==> config.mk <==
export PLATFORM = sky130hd
export DESIGN_NAME = seg7_scan_ctrl
export DESIGN_NICKNAME = d
export VERILOG_FILES = /design/src/rtl/seg7_scan_ctrl.sv
export SDC_FILE = /design/constraint.sdc
export NUM_CORES = 1
export LEC_CHECK = 0
export CELL_PAD_IN_SITES_DETAIL_PLACEMENT = 1
export CELL_PAD_IN_SITES_GLOBAL_PLACEMENT = 2
export CORE_ASPECT_RATIO = 1.4
export CORE_MARGIN = 8
export CORE_UTILIZATION = 41
export DETAILED_ROUTE_END_ITERATION = 6
export PLACE_DENSITY_LB_ADDON = 0.25
export SYNTH_ARGS = -nofsm -noshare
export SYNTH_HDL_FRONTEND = slang
export SYNTH_SLANG_ARGS = --single-unit
==> constraint.sdc <==
create_clock -name Clk -period 8.8 [get_ports Clk]
set_input_delay 2.2 -clock Clk [delete_from_list [all_inputs] [get_ports Clk]]
set_output_delay 2.2 -clock Clk [all_outputs]
set_load 0.01 [all_outputs]
==> src/rtl/seg7_scan_ctrl.sv <==
// Dynamic-scan controller for a 7-digit common-anode 7-segment display.
// Optional macro LEADING_ZERO_BLANK_EN blanks leading zero digits (digit 0 never blanked).
module seg7_scan_ctrl #(
    parameter int SCAN_DIV  = 50000,
    parameter int DIGIT_NUM = 7
) (
    input  logic        Clk,
    input  logic        Rst,
    input  logic [27:0] disp_data,
    input  logic [6:0]  dp_mask,
    input  logic [6:0]  digit_en,
    input  logic        disp_load,
    output logic [14:0] Data,
    output logic        S_EN
);

    localparam int CNT_W = (SCAN_DIV > 1) ? $clog2(SCAN_DIV) : 1;

    logic [CNT_W-1:0] div_cnt;
    logic [2:0]       digit_idx;
    logic [2:0]       nxt_idx;
    logic             scan_tick;
    logic             frame_end;

    logic [27:0] pend_data, shad_data, shad_data_nxt;
    logic [6:0]  pend_dp, shad_dp, shad_dp_nxt;
    logic [6:0]  pend_en, shad_en, shad_en_nxt;
    logic        pending_valid;

    logic [3:0]  nib;
    logic [6:0]  seg_lo;
    logic [7:0]  seg;
    logic [6:0]  sel;

    assign scan_tick = (div_cnt == CNT_W'(SCAN_DIV - 1));
    assign frame_end = scan_tick && (digit_idx == 3'(DIGIT_NUM - 1));
    assign nxt_idx   = (digit_idx == 3'(DIGIT_NUM - 1)) ? 3'd0 : digit_idx + 3'd1;

    // Shadow only changes at a frame boundary; a load landing on that same tick bypasses pending.
    always_comb begin
        shad_data_nxt = shad_data;
        shad_dp_nxt   = shad_dp;
        shad_en_nxt   = shad_en;
        if (frame_end) begin
            if (disp_load) begin
                shad_data_nxt = disp_data;
                shad_dp_nxt   = dp_mask;
                shad_en_nxt   = digit_en;
            end else if (pending_valid) begin
                shad_data_nxt = pend_data;
                shad_dp_nxt   = pend_dp;
                shad_en_nxt   = pend_en;
            end
        end
    end

`ifdef LEADING_ZERO_BLANK_EN
    logic [7:0] zero_from;

    // zero_from[i] is set when nibble i and every higher scanned nibble are zero.
    always_comb begin
        zero_from = '0;
        zero_from[DIGIT_NUM] = 1'b1;
        for (int i = DIGIT_NUM - 1; i >= 0; i--) begin
            zero_from[i] = zero_from[i+1] && (shad_data_nxt[4*i +: 4] == 4'd0);
        end
    end
`endif

    always_comb begin
        nib = shad_data_nxt[{nxt_idx, 2'b00} +: 4];
        case (nib)
            4'h0: seg_lo = 7'h40;
            4'h1: seg_lo = 7'h79;
            4'h2: seg_lo = 7'h24;
            4'h3: seg_lo = 7'h30;
            4'h4: seg_lo = 7'h19;
            4'h5: seg_lo = 7'h12;
            4'h6: seg_lo = 7'h02;
            4'h7: seg_lo = 7'h78;
            4'h8: seg_lo = 7'h00;
            4'h9: seg_lo = 7'h10;
            4'hA: seg_lo = 7'h08;
            4'hB: seg_lo = 7'h03;
            4'hC: seg_lo = 7'h46;
            4'hD: seg_lo = 7'h21;
            4'hE: seg_lo = 7'h06;
            default: seg_lo = 7'h0E;
        endcase
`ifdef LEADING_ZERO_BLANK_EN
        if (nxt_idx != 3'd0 && zero_from[nxt_idx]) begin
            seg_lo = 7'h7F;
        end
`endif
        seg = {~shad_dp_nxt[nxt_idx], seg_lo};
        // A disabled digit still gets its select slot so scan duty stays uniform.
        if (!shad_en_nxt[nxt_idx]) begin
            seg = 8'hFF;
        end
        sel = 7'h7F;
        sel[nxt_idx] = 1'b0;
    end

    always_ff @(posedge Clk or posedge Rst) begin
        if (Rst) begin
            div_cnt       <= '0;
            digit_idx     <= 3'd0;
            Data          <= 15'h7FFF;
            S_EN          <= 1'b0;
            pend_data     <= '0;
            pend_dp       <= '0;
            pend_en       <= '0;
            shad_data     <= '0;
            shad_dp       <= '0;
            shad_en       <= '0;
            pending_valid <= 1'b0;
        end else begin
            div_cnt   <= scan_tick ? '0 : div_cnt + CNT_W'(1);
            S_EN      <= scan_tick;
            if (scan_tick) begin
                digit_idx <= nxt_idx;
                Data      <= {sel, seg};
            end
            shad_data <= shad_data_nxt;
            shad_dp   <= shad_dp_nxt;
            shad_en   <= shad_en_nxt;
            if (disp_load) begin
                pend_data <= disp_data;
                pend_dp   <= dp_mask;
                pend_en   <= digit_en;
            end
            if (frame_end) begin
                pending_valid <= 1'b0;
            end else if (disp_load) begin
                pending_valid <= 1'b1;
            end
        end
    end

endmodule

==> metrics.csv <==
stage;metric;value;unit
grt;pin count of the biggest net entering global routing;78;
grt;overflow left after global routing;0;
cts;CTS tree;yes;
cts;Hold-fix buffers, CTS;0;
placed_design;HPWL Detailed;10400;um
routing;Post-DRT Antenna Nets;0;
worst_hold_path;Hold Path Stages;1;
routing;via count;4209;
cts;# H-tree levels;4;
synth;#FFs+latches synth;120;
placed_design;pre-CTS WS;3.60;ns
worst_setup_path;crit path max fanout;54;
routing;Avg WL per Cell;20.2;um
cts;clk slew on worst S/H paths;0.06;ns
placed_design;# port buffers;60;
floorplanning;die width;116;um
timing;Worst Tran Pin Value;1.08;ns
floorplanning;die height;156;um
floorplanning;Starting Density;0.417;
synth;Cell variety after synth;69;
synth;Synth area leader;dfrtp_1;
worst_setup_path;r2r endpoint;shad_data[15]$_DFF_PP0_;
power_and_ir_drop;maximum VDD drop;0.101;mV
cts;later-pin clock latency in the skew report;0.42;ns
floorplanning;area of the die;18100;um2
worst_hold_path;hold_sp;div_cnt[0]$_DFF_PP0_;
worst_setup_path;r2r startpoint;div_cnt[0]$_DFF_PP0_;
floorplanning;row count;51;
worst_setup_path;Worst EP required;9.12;ns
worst_setup_path;Worst Setup Path Type;input port to register;
grt;vias in the first global route;4745;
timing;Max Fclk;210;MHz
timing;relative slew slack;0.283;
synth;asr flop ratio synth;1.00;
cts;worst-case clock buffer depth;2;
timing;clk_skew;0.0112;ns
cts;clk root buf;clkbuf_16;
synth;register area share after synthesis;0.526;
grt;antenna violations before repair;0;
synth;area share of the largest cell type after synthesis;0.457;
placed_design;routability cong.;0.817;
floorplanning;I/O pin count;61;
timing;Fin Hold WS;0.456;ns
routing;final wirelength;15200;um
worst_setup_path;R2R cell count;7;
cts;cts bufs inserted;17;
synth;syn_nets;554;
routing;vias per cell;5.61;
final_layout;Ant. Diodes;0;
cts;clk sinks;120;
timing;PnR worst setup slack;4.04;ns
cts;postcts setup bufs;0;
timing;RSZ-0062 raised after global routing;no;
worst_setup_path;critical path endpoint category;register;
timing;period utilization;0.541;
synth;cells after synthesis;502;
power_and_ir_drop;P_leak;3.03;nW
final_layout;most common cell after layout, fill and taps aside;dfrtp_1;
timing;final worst path period need;4.76;ns
job;maxcap violations;0;
routing;drt first pass iters;4;
timing;Slew Limit Fails;0;
timing;Hold Vio Cnt, Final;0;
final_layout;nets@finish;604;
worst_setup_path;flop2flop setup slack;5.18;ns
final_layout;share of cells above drive strength 1;0.232;
worst_setup_path;crit path DAT;5.08;ns
worst_setup_path;Startpoint Class;input port;
routing;drt drc;0;
cts;PostCTS Resize Cnt;0;
timing;final setup vio count;0;
final_layout;# fillers;1484;
run_status;outcome;complete, no violations;
synth;EDFF count, synth;0;
routing;Initial DRC Count;177;
floorplanning;Core Area;13800;um2
synth;Mapped Avg Cell Area;11.5;um2
power_and_ir_drop;PwrDens;195;nW/um2
synth;Main synth FF type;dfrtp_1;
synth;synth warn;0;
grt;first-pass GRT wire length;25300;um
synth;Synth area leaders;dfrtp_1 46%, mux2_2 10%, dfstp_2 6.9%;
grt;GRT Overall Usage;0.182;
timing;setup TNS;0;ns
power_and_ir_drop;Power Total;1.38;mW
final_layout;most frequent cells in the layout;105 x dfrtp_1, 59 x clkdlybuf4s50_1, 53 x mux2_2;
final_layout;Area Growth Syn to Fin;23.0;%
worst_hold_path;Hold Crit Endpoint;div_cnt[0]$_DFF_PP0_;
worst_hold_path;Hold WC Path Type;register to register;
synth;Post-Synthesis Cell Area;5750;um2
worst max path at each step:
stage | from | to | slack [ns] | depth (start not counted)
3_5_place_dp | disp_load | Data[3]$_DFFE_PP1N_ | 3.60 | 11
6_report | disp_load | Data[3]$_DFFE_PP1N_ | 4.04 | 11
5_1_grt | disp_load | Data[2]$_DFFE_PP1N_ | 3.76 | 11
2_1_floorplan | Rst | S_EN$_DFF_PP0_ | 3.44 | 1
4_1_cts | disp_load | Data[3]$_DFFE_PP1N_ | 4.03 | 11
3_3_place_gp | disp_load | Data[2]$_DFFE_PP1N_ | 3.69 | 11
where the power goes:
| part | internal [mW] | leakage (nW) | switching, mW |
|---|---|---|---|
| Clock | 0.460 | 0.299 | 0.271 |
| Combinational | 0.0373 | 1.24 | 0.0326 |
| Sequential | 0.573 | 1.49 | 0.00794 |
worst max-delay path, stage by stage:
cell     delay (ns)
buf_2          0.10
buf_4          0.32
inv_1          0.62
nor3_1         0.17
a22o_1         0.29
o31ai_2        0.44
inv_1          0.17
ha_1           0.23
and2_1         0.16
o32ai_1        0.23
a21oi_1        0.11
logic make-up after synthesis:
| logic type | share of synthesized area |
|---|---|
| mux | 0.133 |
| xor+xnor | 0.0198 |
| flops | 0.526 |
| buf+inv | 0.0363 |
| simple gates | 0.118 |
| compound gates | 0.152 |
| fa+ha+maj | 0.0152 |
synth_stat cells, drive strengths merged (3+ instances only):
| master | count |
|---|---|
| dfrtp | 105 |
| mux2 | 55 |
| nor2 | 37 |
| o22ai | 31 |
| a21oi | 30 |
| nand2 | 27 |
| buf | 20 |
| o21ai | 19 |
| dfstp | 15 |
| clkbuf | 12 |
| inv | 12 |
| nand3 | 12 |
| a31oi | 9 |
| nand3b | 9 |
| xor2 | 9 |
| and3 | 8 |
| ha | 7 |
| mux2i | 5 |
| nor3 | 5 |
| a211oi | 4 |
| a21o | 4 |
| and2 | 4 |
| mux4 | 4 |
| nand4 | 4 |
| o31ai | 4 |
| o32ai | 4 |
| or2 | 4 |
| xnor2 | 4 |
| and4bb | 3 |
| nor2b | 3 |
| nor3b | 3 |
| o211ai | 3 |
layout make-up:
cell class / count / area [um2] / area share
clock buffers: 18 / 439 / 0.0621
clock inverters: 14 / 184 / 0.0260
inverters: 14 / 60.1 / 0.00849
multi-input cells: 336 / 2520 / 0.356
flip-flops and latches: 120 / 3020 / 0.427
well taps: 185 / 231 / 0.0327
repair buffers: 63 / 618 / 0.0874
flip-flops by register name, summed over array words and instances, names as in the netlist:
signal and cells:
Data 15, pend_dp 7, shad_dp 7, pend_data 28, digit_idx 3, S_EN 1
div_cnt 16, pend_en 7, shad_data 28, shad_en 7, pending_valid 1
metal layers:
layer  wire length, um  global-route usage  vias to the layer above
met5                 0                   0                        -
met2              7960               0.311                       74
met4               270              0.0750                        0
met1              6460               0.213                     2165
met3               477              0.0411                       19
li1                  -                   -                     1951
stage by stage:
stage / utilization / cells / area (um2)
2_1_floorplan: - / 502 / 5750
3_3_place_gp: 0.468 / 718 / 6450
3_5_place_dp: 0.468 / 718 / 6450
4_1_cts: 0.513 / 750 / 7070
5_1_grt: 0.513 / 750 / 7070
6_report: 0.513 / 750 / 7070
Power figures use the tool's default switching activity.
